File: src/rtl/fog_sync_demod_if.sv
// Bus for the PIG FOG synchronous demodulator: per-period configuration, ADC stream
// and the error/strobe pair that feeds the downstream moving-average filter.
interface fog_sync_demod_if #(
    parameter int ADC_W = 14
);
    logic                    i_en;
    logic signed [ADC_W-1:0] i_adc_data;
    logic [15:0]             i_freq_cnt;
    logic [15:0]             i_wait_cnt;
    logic                    i_polarity;
    logic [4:0]              i_gain_shift;
    logic signed [31:0]      i_err_offset;
    logic                    o_mod_stat;
    logic signed [31:0]      o_err;
    logic                    o_strobe;

    modport master (
        output i_en, i_adc_data, i_freq_cnt, i_wait_cnt,
               i_polarity, i_gain_shift, i_err_offset,
        input  o_mod_stat, o_err, o_strobe
    );

    modport slave (
        input  i_en, i_adc_data, i_freq_cnt, i_wait_cnt,
               i_polarity, i_gain_shift, i_err_offset,
        output o_mod_stat, o_err, o_strobe
    );
endinterface

File: src/rtl/fog_sync_demod.sv
// Square-wave synchronous demodulator: integrates ADC samples per half-period and emits
// one scaled high/low difference per period. Define FOG_DEMOD_SAT_EN to saturate o_err.
module fog_sync_demod #(
    parameter int ADC_W = 14,
    parameter int ACC_W = 48
) (
    input  logic            i_clk,
    input  logic            i_rst_n,
    fog_sync_demod_if.slave bus
);
    localparam int DIFF_W  = ACC_W + 1;
    localparam int SHIFT_W = ACC_W + 33;

    typedef enum logic [1:0] {
        S_IDLE = 2'd0,
        S_HIGH = 2'd1,
        S_LOW  = 2'd2
    } state_t;

    state_t                   r_state;
    state_t                   w_nextState;
    logic [15:0]              r_cnt;
    logic [15:0]              r_h;
    logic [15:0]              r_w;
    logic                     r_pol;
    logic [4:0]               r_shift;
    logic signed [31:0]       r_offset;
    logic signed [ACC_W-1:0]  r_accHigh;
    logic signed [ACC_W-1:0]  r_accLow;
    logic signed [31:0]       r_err;
    logic                     r_strobe;

    logic                     w_lastCnt;
    logic                     w_sampleEn;
    logic                     w_periodEnd;
    logic                     w_latchCfg;
    logic signed [ACC_W-1:0]  w_sampleExt;
    logic signed [ACC_W-1:0]  w_accLowFinal;
    logic signed [DIFF_W-1:0] w_diff;
    logic signed [DIFF_W-1:0] w_diffPol;
    logic signed [SHIFT_W-1:0] w_shifted;
    logic signed [SHIFT_W-1:0] w_final;
    logic signed [31:0]       w_errNext;

    assign w_lastCnt     = (r_cnt == (r_h - 16'd1));
    assign w_sampleEn    = (r_cnt >= r_w);
    assign w_sampleExt   = {{(ACC_W-ADC_W){bus.i_adc_data[ADC_W-1]}}, bus.i_adc_data};

    // The final low-half sample is folded in combinationally so the error is ready at period end.
    assign w_accLowFinal = r_accLow + (w_sampleEn ? w_sampleExt : '0);
    assign w_diff        = {r_accHigh[ACC_W-1], r_accHigh} - {w_accLowFinal[ACC_W-1], w_accLowFinal};
    assign w_diffPol     = r_pol ? -w_diff : w_diff;
    assign w_shifted     = {{(SHIFT_W-DIFF_W){w_diffPol[DIFF_W-1]}}, w_diffPol} << r_shift;
    assign w_final       = w_shifted - {{(SHIFT_W-32){r_offset[31]}}, r_offset};

`ifdef FOG_DEMOD_SAT_EN
    always_comb begin
        w_errNext = w_final[31:0];
        if (!((&w_final[SHIFT_W-1:31]) || !(|w_final[SHIFT_W-1:31]))) begin
            w_errNext = w_final[SHIFT_W-1] ? 32'sh8000_0000 : 32'sh7FFF_FFFF;
        end
    end
`else
    logic w_unusedUpper;
    assign w_unusedUpper = ^w_final[SHIFT_W-1:32];
    always_comb begin
        w_errNext = w_final[31:0];
    end
`endif

    always_ff @(posedge i_clk or negedge i_rst_n) begin
        if (!i_rst_n) begin
            r_state <= S_IDLE;
        end else begin
            r_state <= w_nextState;
        end
    end

    always_comb begin
        w_nextState = r_state;
        w_periodEnd = 1'b0;
        w_latchCfg  = 1'b0;
        case (r_state)
            S_IDLE: begin
                if (bus.i_en) begin
                    w_nextState = S_HIGH;
                    w_latchCfg  = 1'b1;
                end
            end
            S_HIGH: begin
                if (!bus.i_en) begin
                    w_nextState = S_IDLE;
                end else if (w_lastCnt) begin
                    w_nextState = S_LOW;
                end
            end
            S_LOW: begin
                if (!bus.i_en) begin
                    w_nextState = S_IDLE;
                end else if (w_lastCnt) begin
                    w_nextState = S_HIGH;
                    w_periodEnd = 1'b1;
                    w_latchCfg  = 1'b1;
                end
            end
            default: begin
                w_nextState = S_IDLE;
            end
        endcase
    end

    always_ff @(posedge i_clk or negedge i_rst_n) begin
        if (!i_rst_n) begin
            r_cnt     <= '0;
            r_h       <= '0;
            r_w       <= '0;
            r_pol     <= 1'b0;
            r_shift   <= '0;
            r_offset  <= '0;
            r_accHigh <= '0;
            r_accLow  <= '0;
            r_err     <= '0;
            r_strobe  <= 1'b0;
        end else begin
            r_strobe <= 1'b0;
            if (w_latchCfg) begin
                r_h      <= (bus.i_freq_cnt < 16'd2) ? 16'd2 : bus.i_freq_cnt;
                r_w      <= bus.i_wait_cnt;
                r_pol    <= bus.i_polarity;
                r_shift  <= bus.i_gain_shift;
                r_offset <= bus.i_err_offset;
            end
            if (w_periodEnd) begin
                r_err    <= w_errNext;
                r_strobe <= 1'b1;
            end
            // Leaving a running period, for any reason, starts the next one from empty sums.
            if ((w_nextState == S_IDLE) || w_periodEnd) begin
                r_cnt     <= '0;
                r_accHigh <= '0;
                r_accLow  <= '0;
            end else if (r_state == S_HIGH) begin
                if (w_sampleEn) begin
                    r_accHigh <= r_accHigh + w_sampleExt;
                end
                r_cnt <= w_lastCnt ? 16'd0 : (r_cnt + 16'd1);
            end else if (r_state == S_LOW) begin
                r_accLow <= w_accLowFinal;
                r_cnt    <= r_cnt + 16'd1;
            end
        end
    end

    assign bus.o_mod_stat = (r_state == S_HIGH);
    assign bus.o_err      = r_err;
    assign bus.o_strobe   = r_strobe;
endmodule

File: src/flat_wrapper.sv
// flat-port wrapper written by rule: the top's interface ports become plain ports
module fog_sync_demod_flat 
#(
    parameter int ADC_W = 14,
    parameter int ACC_W = 48
)
  (i_clk, i_rst_n, bus_i_en, bus_i_adc_data, bus_i_freq_cnt, bus_i_wait_cnt, bus_i_polarity, bus_i_gain_shift, bus_i_err_offset, bus_o_mod_stat, bus_o_err, bus_o_strobe);
  fog_sync_demod_if #(.ADC_W(ADC_W)) bus_i ();
  input  logic i_clk;
  input  logic i_rst_n;
  input wire logic [$bits(bus_i.i_en)-1:0] bus_i_en;
  input wire logic [$bits(bus_i.i_adc_data)-1:0] bus_i_adc_data;
  input wire logic [$bits(bus_i.i_freq_cnt)-1:0] bus_i_freq_cnt;
  input wire logic [$bits(bus_i.i_wait_cnt)-1:0] bus_i_wait_cnt;
  input wire logic [$bits(bus_i.i_polarity)-1:0] bus_i_polarity;
  input wire logic [$bits(bus_i.i_gain_shift)-1:0] bus_i_gain_shift;
  input wire logic [$bits(bus_i.i_err_offset)-1:0] bus_i_err_offset;
  output wire logic [$bits(bus_i.o_mod_stat)-1:0] bus_o_mod_stat;
  output wire logic [$bits(bus_i.o_err)-1:0] bus_o_err;
  output wire logic [$bits(bus_i.o_strobe)-1:0] bus_o_strobe;
  assign bus_i.i_en = bus_i_en;
  assign bus_i.i_adc_data = bus_i_adc_data;
  assign bus_i.i_freq_cnt = bus_i_freq_cnt;
  assign bus_i.i_wait_cnt = bus_i_wait_cnt;
  assign bus_i.i_polarity = bus_i_polarity;
  assign bus_i.i_gain_shift = bus_i_gain_shift;
  assign bus_i.i_err_offset = bus_i_err_offset;
  assign bus_o_mod_stat = bus_i.o_mod_stat;
  assign bus_o_err = bus_i.o_err;
  assign bus_o_strobe = bus_i.o_strobe;
  fog_sync_demod #(.ADC_W(ADC_W), .ACC_W(ACC_W)) u_core (.i_clk(i_clk), .i_rst_n(i_rst_n), .bus(bus_i));
endmodule
File: config.mk
export PLATFORM = sky130hd
export DESIGN_NAME = fog_sync_demod_flat
export DESIGN_NICKNAME = d
export VERILOG_FILES = /design/src/rtl/fog_sync_demod_if.sv /design/src/rtl/fog_sync_demod.sv /design/src/flat_wrapper.sv
export SDC_FILE = /design/constraint.sdc
export NUM_CORES = 1
export LEC_CHECK = 0
export ABC_AREA = 1
export BUFFER_PORTS_ARGS = -buffer_cell sky130_fd_sc_hd__buf_2
export CAP_MARGIN = 40
export CELL_PAD_IN_SITES_DETAIL_PLACEMENT = 1
export CELL_PAD_IN_SITES_GLOBAL_PLACEMENT = 1
export CORE_MARGIN = 2
export CORE_UTILIZATION = 45
export DETAILED_ROUTE_END_ITERATION = 7
export GPL_TIMING_DRIVEN = 0
export PLACE_DENSITY = 0.79
export SLEW_MARGIN = 20
export SYNTH_ARGS = -nofsm -noshare
export SYNTH_HDL_FRONTEND = slang
export SYNTH_SLANG_ARGS = --single-unit
File: constraint.sdc
create_clock -name i_clk -period 7.3 [get_ports i_clk]
set_input_delay 1.095 -clock i_clk [delete_from_list [all_inputs] [get_ports i_clk]]
set_output_delay 1.095 -clock i_clk [all_outputs]
set_load 0.01 [all_outputs]
==> flow_metrics.env, run 1 <==
export IMPL_vias_per_cell=5.87
export IMPL_num_rows=71
export IMPL_fmax_mhz=127
export IMPL_vias=19700
export IMPL_slew_limit_headroom_pct=35.6
export IMPL_endpoint_kind="flip-flop"
export IMPL_grt_max_degree=88
export IMPL_insertion_delay_ps=490
export IMPL_dpl_cell_count=3178
export IMPL_start_util_pct=45.9
export IMPL_fin_crit_sh_pct=108
export IMPL_dp_hpwl_um=47800
export IMPL_ant_nets=0
export IMPL_area_delta_synth_final_pct=30.9
export IMPL_dieArea_sq_um=40100
export IMPL_synth_xor_area_share_pct=7.43
export IMPL_hold_viol=0
export IMPL_finalPower_w=0.0106
export IMPL_syn_inst=2545
export IMPL_finalCriticalPeriod_ps=7890
export IMPL_die_y_um=200
export IMPL_drv_cap=0
export IMPL_violations="setup timing"
export IMPL_synth_area_sq_um=17300
export IMPL_ys_seq_area_share_pct=26.7
export IMPL_synth_adder_area_share_pct=10.6
export IMPL_synth_top_cells_by_area="dfrtp_1, nand2_1, ha_1"
export IMPL_synth_edf_count=0
export IMPL_reg2reg_setup_slack_ps=-590
export IMPL_clk_path_buf_depth=2
export IMPL_final_common_cell="nand2_1"
export IMPL_drc_errors=0
export IMPL_grt_total_usage_pct=32.5
export IMPL_start_kind="flip-flop"
export IMPL_synth_simple_area_share_pct=30.1
export IMPL_synth_nets=2776
export IMPL_final_cell_mix="nand2_1, inv_1, dfrtp_1"
export IMPL_fin_cells=3357
export IMPL_first_iter_violations=1220
export IMPL_drive_gt1_share_pct=29.4
export IMPL_max_stage_delay_ps=440
export IMPL_pwr_density_cell_nw_per_um2=469
export IMPL_cts_clk_slew_worst_paths_ps=80
export IMPL_hold_class="in2async"
export IMPL_cp_max_fo=7
export IMPL_numCtsBuffers=17
export IMPL_arrival_ps=8240
export IMPL_ys_flop_type="dfrtp_1"
export IMPL_antenna_found_initial=0
export IMPL_p_leak_nw=11.1
export IMPL_critPathRequiredTime_ps=7650
export IMPL_num_fill_cells=4780
export IMPL_clock_sinks=185
export IMPL_synth_compound_area_share_pct=15.0
export IMPL_fin_skew_ps=16.4
export IMPL_overflow=0
export IMPL_gp_congestion=0.901
export IMPL_async_flop_share_pct=100
export IMPL_num_io_pins=121
export IMPL_port_buffers=120
export IMPL_syn_avg_cell_area_sq_um=6.81
export IMPL_cts_max_level=4
export IMPL_cts_root_buf="clkbuf_16"
export IMPL_nNetsFinal=3064
export IMPL_grt_pass1_wl_um=105000
export IMPL_pre_cts_slack_ps=-1550
export IMPL_core_area_sq_um=37800
export IMPL_setup_viol=14
export IMPL_drt_total_wl_um=75900
export IMPL_first_global_vias=20100
export IMPL_multiInputGateArea_sq_um=13500
export IMPL_rsz0062_at_grt="true"
export IMPL_cts_tree="yes"
export IMPL_synth_top_family_by_area="simple AND/OR/NAND/NOR gates"
export IMPL_synth_top_cell_area_share_pct=26.7
export IMPL_final_setup_tns_ps=-4920
export IMPL_diodes=0
export IMPL_synth_largest_area_cell="dfrtp_1"
export IMPL_vdd_drop_max_v=0.000278
export IMPL_die_w_um=200
export IMPL_worst_slew_pin_slew_ps=966
export IMPL_first_pass_iters=7
export IMPL_setup_ws_ps=-591
export IMPL_outcome="finished with violations"
export IMPL_yosysWarnings=0
export IMPL_worstSetupPathType="reg2reg"
export IMPL_muxShareOfSynthArea_pct=1.60
export IMPL_slew_viol_final=0
export IMPL_ys_types=54
export IMPL_seq_area_sq_um=4640
export IMPL_cp_slowest_cell="dfrtp_2"
export IMPL_hold_buffers=0
export IMPL_synth_seq_cells=185
export IMPL_routedWlPerCell_um=22.6
export IMPL_crit_top_cell="nand2_1"
-- synthesized netlist by cell type, types with 3 or more instances --
cell      instances
or2_2            18
o211ai_1          4
inv_1           294
nor2_4            3
clkbuf_1         44
nand3_1         190
nand3_2          14
inv_2            19
fa_1              4
nand4_1          28
nor4_1            9
nor3b_1           4
buf_4             3
dfrtp_1         185
nand2_4           4
nand2_2          30
o31ai_1           3
ha_1            140
nor3_2            3
a211oi_1         13
nor2_1          163
nand3b_1         10
mux2_2           14
nor3_1           25
o21bai_1         10
xor2_1           86
buf_2            23
a22oi_1           4
o21ai_0         206
o21ai_2           3
o21ai_1          30
a21o_1            4
xnor2_1          56
mux2i_1          12
nand2_1         649
a31oi_1          11
buf_1             3
o22ai_1          11
a21oi_1         175
nor2_2           18
-- cells by family after synthesis --
logic type                 Yosys count
and+or+nand+nor                   1175
AOI/OAI and AO/OA                  483
buffers and inverters              388
DFF                                185
xor gates and xnor gates           144
adders and majority gates          144
muxes                               26
-- final timing paths --
check,start,end,cells past startpoint
setup / recovery,u_core.r_cnt[1],u_core.bus.o_err[29],50
hold / removal,i_rst_n,u_core.r_w[6],1
setup reg to reg,u_core.r_cnt[1],u_core.bus.o_err[29],50
hold reg to reg,u_core.bus.o_err[6],u_core.bus.o_err[6],2
max in group asynchronous,i_rst_n,u_core.r_offset[19],2
min in group i_clk,u_core.bus.o_err[6],u_core.bus.o_err[6],2
-- worst max-delay path: cells and delay by family, from the launching register on --
family / cells / cell delay (ps)
DFF: 1 / 440
xor gates and xnor gates: 4 / 900
buffers and inverters: 9 / 1110
and+or+nand+nor: 21 / 2360
adders and majority gates: 4 / 1220
AOI/OAI and AO/OA: 12 / 1700
-- cell type report --
type | instances | share of cell area (%)
multi-input combinational | 1972 | 59.6
sequential | 185 | 20.5
clock inverter | 11 | 0.392
inverter | 315 | 5.23
clock buffer | 21 | 2.03
timing repair buffer | 269 | 8.05
tap | 511 | 2.82
buffer | 73 | 1.43
-- where the power goes --
part           internal [W]  total (W)  switching, W
logic               0.00335    0.00832       0.00497
registers           0.00123    0.00137      0.000145
clock network      0.000460   0.000944      0.000484
-- timing repair --
item	CTS	global route
endpoints found under the hold margin	0	0
cloned	1	0
resized for setup	281	282
pin swaps	114	134
endpoints found under the setup margin	21	21
setup buffers	88	59
-- per-layer routing --
metal  vias to the layer above  global-route usage [%]  routed length (um)
li1                       8921                       -                   -
met5                         -                       0                   0
met3                       321                    4.13                3890
met4                         0                    15.1                4850
met2                       780                    59.1               38000
met1                      9693                    37.8               29200
-- flip-flops by register name, indices dropped and copies added, names as in the netlist --
signal / cells
u_core.r_state: 2
u_core.bus.o_err: 32
u_core.r_accLow: 32
u_core.r_h: 16
u_core.r_accHigh: 32
u_core.r_shift: 5
u_core.r_offset: 32
u_core.r_w: 16
u_core.bus.o_strobe: 1
u_core.r_cnt: 16
u_core.r_pol: 1
-- stage by stage --
step | instance area, sq um | hold slack [ps] | utilization, %
2_1_floorplan | 17300 | 487 | -
3_3_place_gp | 18600 | 463 | 49.2
3_5_place_dp | 18600 | 470 | 49.3
4_1_cts | 21000 | 462 | 55.5
5_1_grt | 22700 | 471 | 60.1
6_report | 22700 | 463 | 60.1
Power figures use the tool's default switching activity.
==> inputs of run 2 (changes only) <==
--- a/config.mk
+++ b/config.mk
@@ -6,15 +6,15 @@
 export NUM_CORES = 1
 export LEC_CHECK = 0
 export ABC_AREA = 1
-export BUFFER_PORTS_ARGS = -buffer_cell sky130_fd_sc_hd__buf_2
 export CAP_MARGIN = 40
 export CELL_PAD_IN_SITES_DETAIL_PLACEMENT = 1
 export CELL_PAD_IN_SITES_GLOBAL_PLACEMENT = 1
 export CORE_MARGIN = 2
 export CORE_UTILIZATION = 45
 export DETAILED_ROUTE_END_ITERATION = 7
+export DONT_BUFFER_PORTS = 1
 export GPL_TIMING_DRIVEN = 0
-export PLACE_DENSITY = 0.79
+export PLACE_DENSITY = 0.85
 export SLEW_MARGIN = 20
 export SYNTH_ARGS = -nofsm -noshare
 export SYNTH_HDL_FRONTEND = slang
==> flow_metrics.env, run 2 (synthesis gave the netlist of run 1 again) <==
export IMPL_reg2reg_setup_slack_ps=-1720
export IMPL_dp_hpwl_um=46100
export IMPL_slew_viol_final=0
export IMPL_endpoint_kind="flip-flop"
export IMPL_drc_errors=0
export IMPL_setup_viol=20
export IMPL_critPathRequiredTime_ps=7700
export IMPL_routedWlPerCell_um=25.2
export IMPL_clk_path_buf_depth=2
export IMPL_ff2ff_path_depth=50
export IMPL_worstSetupPathType="reg2reg"
export IMPL_vias_per_cell=6.15
export IMPL_start_kind="flip-flop"
export IMPL_nNetsFinal=2961
export IMPL_cp_max_fo=7
export IMPL_cts_root_buf="clkbuf_16"
export IMPL_clock_sinks=185
export IMPL_cts_tree="yes"
export IMPL_slew_limit_headroom_pct=36.5
export IMPL_core_area_sq_um=37800
export IMPL_area_delta_synth_final_pct=29.5
export IMPL_vias=20000
export IMPL_vdd_drop_max_v=0.000339
export IMPL_outcome="finished with violations"
export IMPL_p_leak_nw=10.8
export IMPL_utilization_pct=59.4
export IMPL_reg2reg_to="u_core.bus.o_err[31]"
export IMPL_start_util_pct=45.9
export IMPL_worst_slew_pin_slew_ps=952
export IMPL_arrival_ps=9420
export IMPL_max_stage_delay_ps=450
export IMPL_drv_cap=0
export IMPL_hold_viol=0
export IMPL_grt_pass1_wl_um=106000
export IMPL_cts_max_level=4
export IMPL_fmax_mhz=111
export IMPL_cp_slowest_cell="dfrtp_2"
export IMPL_port_buffers=0
export IMPL_diodes=0
export IMPL_pre_cts_slack_ps=-1740
export IMPL_num_io_pins=121
export IMPL_rsz0062_at_grt="true"
export IMPL_ant_nets=0
export IMPL_reg2reg_from="u_core.r_cnt[1]"
export IMPL_dieArea_sq_um=40100
export IMPL_final_setup_tns_ps=-15850
export IMPL_insertion_delay_ps=520
export IMPL_final_common_cell="nand2_1"
export IMPL_hold_class="in2async"
export IMPL_num_rows=71
export IMPL_antenna_found_initial=0
export IMPL_drive_gt1_share_pct=27.4
export IMPL_design_area_sq_um=22400
export IMPL_setup_ws_ps=-1720
export IMPL_first_pass_iters=6
export IMPL_grt_max_degree=186
export IMPL_die_y_um=200
export IMPL_overflow=0
export IMPL_hold_buffers=0
export IMPL_num_fill_cells=4678
export IMPL_grt_total_usage_pct=33.1
export IMPL_gp_congestion=0.925
export IMPL_first_iter_violations=1665
export IMPL_violations="setup timing"
export IMPL_fin_skew_ps=18.0
export IMPL_cts_clk_slew_worst_paths_ps=90
export IMPL_hold_slack_ps=273
export IMPL_drt_total_wl_um=82100
export IMPL_die_w_um=200
export IMPL_post_dp_cell_area_sq_um=18000
export IMPL_first_global_vias=19800
export IMPL_numCtsBuffers=17
export IMPL_fin_crit_sh_pct=124
export IMPL_finalCriticalPeriod_ps=9020
export IMPL_pwr_density_cell_nw_per_um2=499
export IMPL_final_cell_mix="nand2_1, inv_1, dfrtp_1"
export IMPL_crit_top_cell="nand2_1"
## run 2: critical path: cells and delay by family, from the launching register on
kind,cells,cell delay [ps]
compound gates,15,3050
xor+xnor,2,640
fa+ha+maj,4,1140
buf+inv,5,750
flops,1,450
simple gates,24,2830
## run 2: worst max-delay path by stage
stage / from / end / slack (ps) / cells past startpoint
3_3_place_gp: u_core.r_cnt[1] / u_core.bus.o_err[29] / -1440 / 45
6_report: u_core.r_cnt[1] / u_core.bus.o_err[31] / -1720 / 50
3_5_place_dp: u_core.r_cnt[1] / u_core.bus.o_err[30] / -1740 / 44
5_1_grt: u_core.r_cnt[1] / u_core.bus.o_err[31] / -1880 / 52
4_1_cts: u_core.r_cnt[1] / u_core.bus.o_err[31] / -90 / 50
2_1_floorplan: u_core.r_cnt[1] / u_core.bus.o_err[29] / 540 / 45
## run 2: area by class of cell
type	instances	area (sq um)	share of cell area, %
buffer	73	335	1.49
clock buffer	19	433	1.93
clock inverter	13	185	0.825
inverter	315	1190	5.30
multi-input combinational	1972	13700	60.9
sequential	185	4640	20.7
tap	511	639	2.85
timing repair buffer	166	1360	6.07
## run 2: layer usage
metal	track usage, %	wire [um]
met2	59.3	39300
met5	0	0
met4	17.6	6970
met3	4.36	5670
met1	38.3	30200
## run 2: power breakdown
group          internal [W]  leakage (nW)  total [W]  switching [W]
clock              0.000550         0.294    0.00106       0.000509
combinational       0.00341          8.10    0.00873        0.00532
sequential          0.00123          2.41    0.00140       0.000167
## run 2: per-stage QoR
step	std cells	power (W)
after floorplan	2545	0.00502
after global placement	3056	0.00613
after detailed placement	3056	0.00634
after CTS	3184	0.00878
after global routing	3254	0.0117
final	3254	0.0112
## run 2: what timing repair did
action                     in CTS  in global routing
gates resized for setup       317                279
pin swaps                     130                158
setup buffers                  95                 72
setup endpoints to repair      23                 20
gates cloned                    1                  0
